## src/rtl/vga_pixel_gen.sv

```systemverilog
// Pixel generator behind the VTC: two-stage colour pipeline with four test patterns
// (bars, checker, bouncing box, solid). HS/VS/BLANK_N ride the same 2-cycle delay.

module vga_box_axis #(
  parameter int LIMIT = 640,
  parameter int SIZE  = 32,
  parameter int STEP  = 2
) (
  input  logic        clkin,
  input  logic        reset,
  input  logic        tick,
  output logic [15:0] pos
);
  logic dir_pos;

  // Bounce before the far edge would cross LIMIT, or before pos would underflow.
  always_ff @(posedge clkin) begin
    if (reset) begin
      pos     <= '0;
      dir_pos <= 1'b1;
    end else if (tick) begin
      if (dir_pos) begin
        if ({1'b0, pos} + 17'(STEP + SIZE) > 17'(LIMIT)) begin
          dir_pos <= 1'b0;
          pos     <= pos - 16'(STEP);
        end else begin
          pos <= pos + 16'(STEP);
        end
      end else begin
        if (pos < 16'(STEP)) begin
          dir_pos <= 1'b1;
          pos     <= pos + 16'(STEP);
        end else begin
          pos <= pos - 16'(STEP);
        end
      end
    end
  end
endmodule

module vga_pixel_gen #(
  parameter int H_ACTIVE   = 640,
  parameter int V_ACTIVE   = 480,
  parameter int BAR_WIDTH  = 80,
  parameter int CHECK_LOG2 = 5,
  parameter int BOX_SIZE   = 32,
  parameter int STEP       = 2
) (
  input  logic        clkin,
  input  logic        reset,
  input  logic        activeVideo,
  input  logic [15:0] horizontalValue,
  input  logic [15:0] verticalValue,
  input  logic        hs_in,
  input  logic        vs_in,
  input  logic [1:0]  mode_sel,
  input  logic [23:0] solid_color,
  output logic [7:0]  VGA_R,
  output logic [7:0]  VGA_G,
  output logic [7:0]  VGA_B,
  output logic        VGA_HS,
  output logic        VGA_VS,
  output logic        VGA_BLANK_N
);
  typedef struct packed {
    logic [15:0] h;
    logic [15:0] v;
    logic        hs;
    logic        vs;
  } s1_t;

  s1_t              s1;
  logic [1:0]       vld_pipe;   // [0]=stage-1 active, [1]=BLANK_N
  logic [1:0]       mode_q;
  logic [23:0]      rgb_q;
  logic             hs_q, vs_q;
  logic             frame_tick;
  logic [1:0][15:0] box_pos;    // [0]=x, [1]=y

  logic [15:0] bar_q;
  logic [2:0]  bar_idx;
  logic [23:0] bar_rgb, rgb_nxt;
  logic        chk_bit, in_box;

  assign frame_tick = (s1.v == 16'(V_ACTIVE)) && (s1.h == 16'd0);

  for (genvar g = 0; g < 2; g++) begin : g_axis
    vga_box_axis #(
      .LIMIT (g == 0 ? H_ACTIVE : V_ACTIVE),
      .SIZE  (BOX_SIZE),
      .STEP  (STEP)
    ) u_axis (
      .clkin (clkin),
      .reset (reset),
      .tick  (frame_tick),
      .pos   (box_pos[g])
    );
  end

  always_comb begin
    bar_q   = s1.h / 16'(BAR_WIDTH);
    bar_idx = (bar_q > 16'd7) ? 3'd7 : bar_q[2:0];
    case (bar_idx)
      3'd0:    bar_rgb = 24'hFFFFFF;
      3'd1:    bar_rgb = 24'hFFFF00;
      3'd2:    bar_rgb = 24'h00FFFF;
      3'd3:    bar_rgb = 24'h00FF00;
      3'd4:    bar_rgb = 24'hFF00FF;
      3'd5:    bar_rgb = 24'hFF0000;
      3'd6:    bar_rgb = 24'h0000FF;
      default: bar_rgb = 24'h000000;
    endcase
    chk_bit = s1.h[CHECK_LOG2] ^ s1.v[CHECK_LOG2];
    in_box  = (s1.h >= box_pos[0]) &&
              ({1'b0, s1.h} < {1'b0, box_pos[0]} + 17'(BOX_SIZE)) &&
              (s1.v >= box_pos[1]) &&
              ({1'b0, s1.v} < {1'b0, box_pos[1]} + 17'(BOX_SIZE));
    case (mode_q)
      2'd0:    rgb_nxt = bar_rgb;
      2'd1:    rgb_nxt = chk_bit ? 24'hFFFFFF : 24'h000000;
      2'd2:    rgb_nxt = in_box ? 24'hFFFF00 : 24'h000080;
      default: rgb_nxt = solid_color;
    endcase
    if (!vld_pipe[0]) rgb_nxt = 24'h000000;
  end

  // Stage-1 syncs clear to their idle (high) level so nothing glitches out of reset.
  always_ff @(posedge clkin) begin
    if (reset) begin
      s1       <= '{h: 16'd0, v: 16'd0, hs: 1'b1, vs: 1'b1};
      vld_pipe <= '0;
      rgb_q    <= '0;
      hs_q     <= 1'b1;
      vs_q     <= 1'b1;
      mode_q   <= '0;
    end else begin
      s1       <= '{h: horizontalValue, v: verticalValue, hs: hs_in, vs: vs_in};
      vld_pipe <= {vld_pipe[0], activeVideo};
      rgb_q    <= rgb_nxt;
      hs_q     <= s1.hs;
      vs_q     <= s1.vs;
      if (frame_tick) mode_q <= mode_sel;
    end
  end

  assign VGA_R       = rgb_q[23:16];
  assign VGA_G       = rgb_q[15:8];
  assign VGA_B       = rgb_q[7:0];
  assign VGA_HS      = hs_q;
  assign VGA_VS      = vs_q;
  assign VGA_BLANK_N = vld_pipe[1];
endmodule

```

## config.mk

```make
export PLATFORM = sky130hd
export DESIGN_NAME = vga_pixel_gen
export DESIGN_NICKNAME = d
export VERILOG_FILES = /design/src/rtl/vga_pixel_gen.sv
export SDC_FILE = /design/constraint.sdc
export NUM_CORES = 1
export LEC_CHECK = 0
export BUFFER_PORTS_ARGS = -buffer_cell sky130_fd_sc_hd__buf_2
export CAP_MARGIN = 10
export CORE_MARGIN = 2
export CORE_UTILIZATION = 54
export DETAILED_ROUTE_END_ITERATION = 8
export HOLD_SLACK_MARGIN = 0.06
export PLACE_DENSITY = 0.85
export SLEW_MARGIN = 20
export SYNTH_ARGS = -nofsm -noshare
export SYNTH_HDL_FRONTEND = slang
export SYNTH_SLANG_ARGS = --single-unit
```

## constraint.sdc

```tcl
create_clock -name clkin -period 3.5 [get_ports clkin]
set_input_delay 0.7 -clock clkin [delete_from_list [all_inputs] [get_ports clkin]]
set_output_delay 0.7 -clock clkin [all_outputs]
set_load 0.02 [all_outputs]
```

==> summary.md <==
| Metric | Value |
|---|---|
| Final instance area | `between 8000 and 9000 sq um` |
| # nets final | `roughly 1,200` |
| First-pass GRT wire length | `33.0 mm` |
| Cell count after placement | `approximately 1,200` |
| Non-filler cells, final | `1,220` |
| Max Root-Sink Buffers | `2` |
| Clock network power share | `0.376` |
| Period utilization | `0.998` |
| Routed Antenna Nets | `0` |
| TritonCTS Buffers | `9` |
| Comb power frac | `0.204` |
| FMAX | `~0.29 GHz` |
| Iter 0 DRT Violations | `between 900 and 1,000` |
| Setup crit end kind | `flip-flop` |
| Total wire length | `around 21 mm` |
| Vias in the first global route | `7,102` |
| Area delta synth->final | `21.9%` |
| # port buffers | `about 90` |
| Wl on met1 | `roughly 8.6 mm` |
| Max incr delay on CP | `0.39 ns` |
| Clk_skew | `slightly above 0.01 ns` |
| FF+latch count, synth | `96` |
| Worst path required time | `between 3 and 4 ns` |
| CTS H-tree depth | `3` |
| Setup ws final | `~0.0073 ns` |
| Area after DPL | `8190 sq um` |
| Top routing layer in use | `met4` |
| CTS Sinks | `96` |
| Initial cell density of the core | `0.549` |
| Flip-flop and latch area | `between 1500 and 2000 sq um` |
| Residual DRC | `0` |
| Internal Pwr Total | `1.94 mW` |
| GP Congestion | `a little over 0.9` |
| Hold WS | `between 0.4 and 0.5 ns` |
| Rows | `42` |
| Most used DFF post-synth | `dfxtp_1` |
| Outcome | `finished clean` |
| DR vias | `approximately 7,600` |
| Total track usage | `0.279` |
| Endpoints failing hold | `0` |
| Warnings, synthesis | `0` |
| Unrepaired setup endpoints after global routing | `true` |
| Critical path class | `reg2reg` |
| Final HPWL DP | `about 15 mm` |
| Min Tclk post-route | `~3.5 ns` |
| Syn nets | `1,051` |
| Number of synthesized flops with an enable pin | `0` |
| CP startpoint kind | `flip-flop` |
| Die Y | `around 120 microns` |
| Syn Area/Cell | `7.84 sq um` |
| Power Density | `309 nW/um^2` |
| WP data arrival | `around 3.8 ns` |
| Post-place setup slack | `-0.0222 ns` |
| Clk slew on worst S/H paths | `0.07 ns` |
| Sequential fraction of the synthesis area | `0.265` |
| Relative slew slack | `0.367` |
| Worst min path class | `reg2reg` |
| Synth Instances | `924` |
| Routed wl met3 | `~1.5 mm` |
| DR vias/cell | `about 6.2` |
| Switch share | `0.287` |
| Crit path cell chain | `ha_4 > nand3_4 > nor4_4 > nand3_1 > xnor2_1 > ha_1 > a21oi_2 > or3b_4 > o211ai_1 > a21oi_2 > nor4_4 > a41oi_2 > o31a_1 > buf_6 > a21oi_1` |
| CP max-delay cell | `or3b_4` |
| Maxcap violations | `0` |
| Overflow after GRT | `0` |
| Final setup fails | `0` |
| Leakage power | `approximately 3.6 nW` |
| Largest net degree at the start of global routing | `72` |
| CTS tree | `built` |
| Critical path peak fanout | `8` |
| Fin Setup TNS | `0 ns` |
| Routed wl met2 | `roughly 10 mm` |
| CTS root buf | `clkbuf_16` |
| Area of the multi-input gates | `between 5000 and 6000 sq um` |
| NetSw | `just under 0.8 mW` |
| Fill cells | `1,027` |
| Slew Limit Fails | `0` |
| Seq pwr share | `0.420` |
| Core Area | `13,200 sq um` |
| Detailed Routing Iterations Pass 1 | `6` |
| Layout cell share with drive strength beyond 1 | `0.241` |
| FFs w/ async S/R, synth | `0` |
| Die area | `approximately 14,000 sq um` |
| Antenna violations before repair | `0` |
| Maximum vdd drop | `approximately 0.00027 V` |
| Netlist cell types | `80` |
| Worst slew pin tran | `around 0.95 ns` |
| Worst-skew pair later-pin latency | `0.36 ns` |
| Avg WL per Cell | `between 15 and 20 microns` |
| I/O pin count | `90` |
| Die width | `120 microns` |
| Post-Syn Area | `approximately 7200 sq um` |
==> cell usage after synthesis, types with 4 or more instances <==
cell type | n | share of area
o2111ai_1 | 7 | 0.0085
nor4bb_1 | 5 | 0.0069
nand2b_1 | 11 | 0.0095
or2_2 | 7 | 0.0060
ha_1 | 64 | 0.11
o21a_1 | 5 | 0.0052
dfxtp_1 | 96 | 0.27
nor3_1 | 35 | 0.024
nor4_1 | 13 | 0.011
clkbuf_1 | 49 | 0.025
nor3b_1 | 4 | 0.0041
o211ai_1 | 9 | 0.0093
or3_1 | 14 | 0.012
nand2_1 | 65 | 0.034
and3_1 | 10 | 0.0086
nor2b_1 | 45 | 0.039
inv_1 | 54 | 0.028
nand4_1 | 15 | 0.013
xnor2_1 | 44 | 0.053
o21ai_0 | 45 | 0.031
buf_4 | 5 | 0.0052
mux2i_1 | 14 | 0.019
nand3_1 | 30 | 0.021
buf_2 | 7 | 0.0048
a21o_1 | 11 | 0.011
and2_1 | 4 | 0.0035
nand3b_1 | 6 | 0.0062
a31oi_1 | 9 | 0.0078
a21oi_1 | 84 | 0.058
a221oi_1 | 4 | 0.0048
a211oi_1 | 15 | 0.016
and4_1 | 4 | 0.0048
a221o_1 | 4 | 0.0055
o31ai_1 | 6 | 0.0062
nor2_1 | 49 | 0.025
==> area by class of cell <==
| cell class | instances | share of cell area |
|---|---|---|
| well taps | 176 | 0.0250 |
| repair buffers | 167 | 0.126 |
| flip-flops and latches | 96 | 0.219 |
| multi-input cells | 709 | 0.571 |
| clock buffers | 10 | 0.0271 |
| clock inverters | 6 | 0.00780 |
| inverters | 55 | 0.0238 |
| diodes | 1 | 0.000284 |
==> sequential cells by signal (all words and copies together) (netlist names) <==
name	count
VGA_HS	1
rgb_q	24
vld_pipe	2
s1	34
g_axis.u_axis.pos	30
mode_q	2
g_axis.u_axis.dir_pos	2
VGA_VS	1
==> critical path: cells and delay by family, from the launching register on <==
| family | cells | cell delay (ns) |
|---|---|---|
| adder cells (fa/ha/maj) | 2 | 0.47 |
| buffers and inverters | 1 | 0.14 |
| AO/OA/AOI/OAI | 6 | 1.00 |
| flip-flops | 1 | 0.38 |
| AND/OR/NAND/NOR | 5 | 1.25 |
| XOR/XNOR | 1 | 0.15 |
==> metrics by stage <==
step / total power, mW / utilization
floorplan: 1.49 / -
global placement: 1.64 / 0.621
detailed placement: 1.65 / 0.621
CTS: 2.66 / 0.645
global route: 2.82 / 0.669
finish: 2.73 / 0.669
==> placed cells by master (no fill, tap or decap), types with 5 or more instances in the layout <==
master	synthesis	final
o2111ai_1	7	5
nor2_1	49	49
dfxtp_1	96	88
nand2_1	65	64
nand4_1	15	15
nand3b_1	6	6
or2_2	7	7
mux2i_1	14	14
o21ai_0	45	43
a31oi_1	9	9
nand2b_1	11	11
nor2b_1	45	44
nand3_1	30	28
and3_1	10	10
xnor2_1	44	43
nor3_1	35	30
a21o_1	11	11
buf_2	7	89
o31ai_1	6	6
dfxtp_2	0	6
inv_1	54	53
nor3_2	0	5
clkbuf_16	0	10
ha_1	64	63
o211ai_1	9	9
or3_1	14	14
buf_4	5	70
nor4_1	13	10
a21oi_1	84	80
a211oi_1	15	13
==> repair_timing <==
| item | in CTS | in global routing |
|---|---|---|
| buffers inserted | 0 | 8 |
| cloned | 0 | 1 |
| setup endpoints to repair | 17 | 37 |
| gates resized for setup | 2 | 54 |
| pin swaps | 0 | 17 |
| hold buffers | 0 | 0 |
==> cells by family after synthesis <==
kind of cell | count (synthesis) | synth area share
and+or+nand+nor | 333 | 0.249
AOI/OAI and AO/OA | 252 | 0.233
buffers and inverters | 119 | 0.0675
DFF | 96 | 0.265
adders and majority gates | 64 | 0.111
xor gates and xnor gates | 46 | 0.0556
muxes | 14 | 0.0193
==> power by group through the flow <==
| stage | combinational, mW | clock [mW] | sequential [mW] |
|---|---|---|---|
| detailed placement | 0.481 | 0 | 1.17 |
| global route | 0.604 | 1.07 | 1.15 |
| CTS | 0.485 | 1.03 | 1.14 |
| finish | 0.557 | 1.03 | 1.15 |
| global placement | 0.467 | 0 | 1.17 |
| floorplan | 0.330 | 0 | 1.16 |
==> path summary, 6_finish.rpt <==
check	from	end	slack, ns	cells after the start
worst min register to register	s1[1]	VGA_HS	0.41	1
worst min-delay path	s1[1]	VGA_HS	0.41	1
worst max-delay path	g_axis[0].u_axis.pos[5]	rgb_q[14]	0.007	15
worst max register to register	g_axis[0].u_axis.pos[5]	rgb_q[14]	0.007	15
==> routing by layer <==
metal  GRT usage  up-vias
met3      0.0547       68
met2       0.476      375
met1       0.350     3574
li1            -     3575
met4      0.0993        0
met5           0        -
Power figures use the tool's default switching activity.
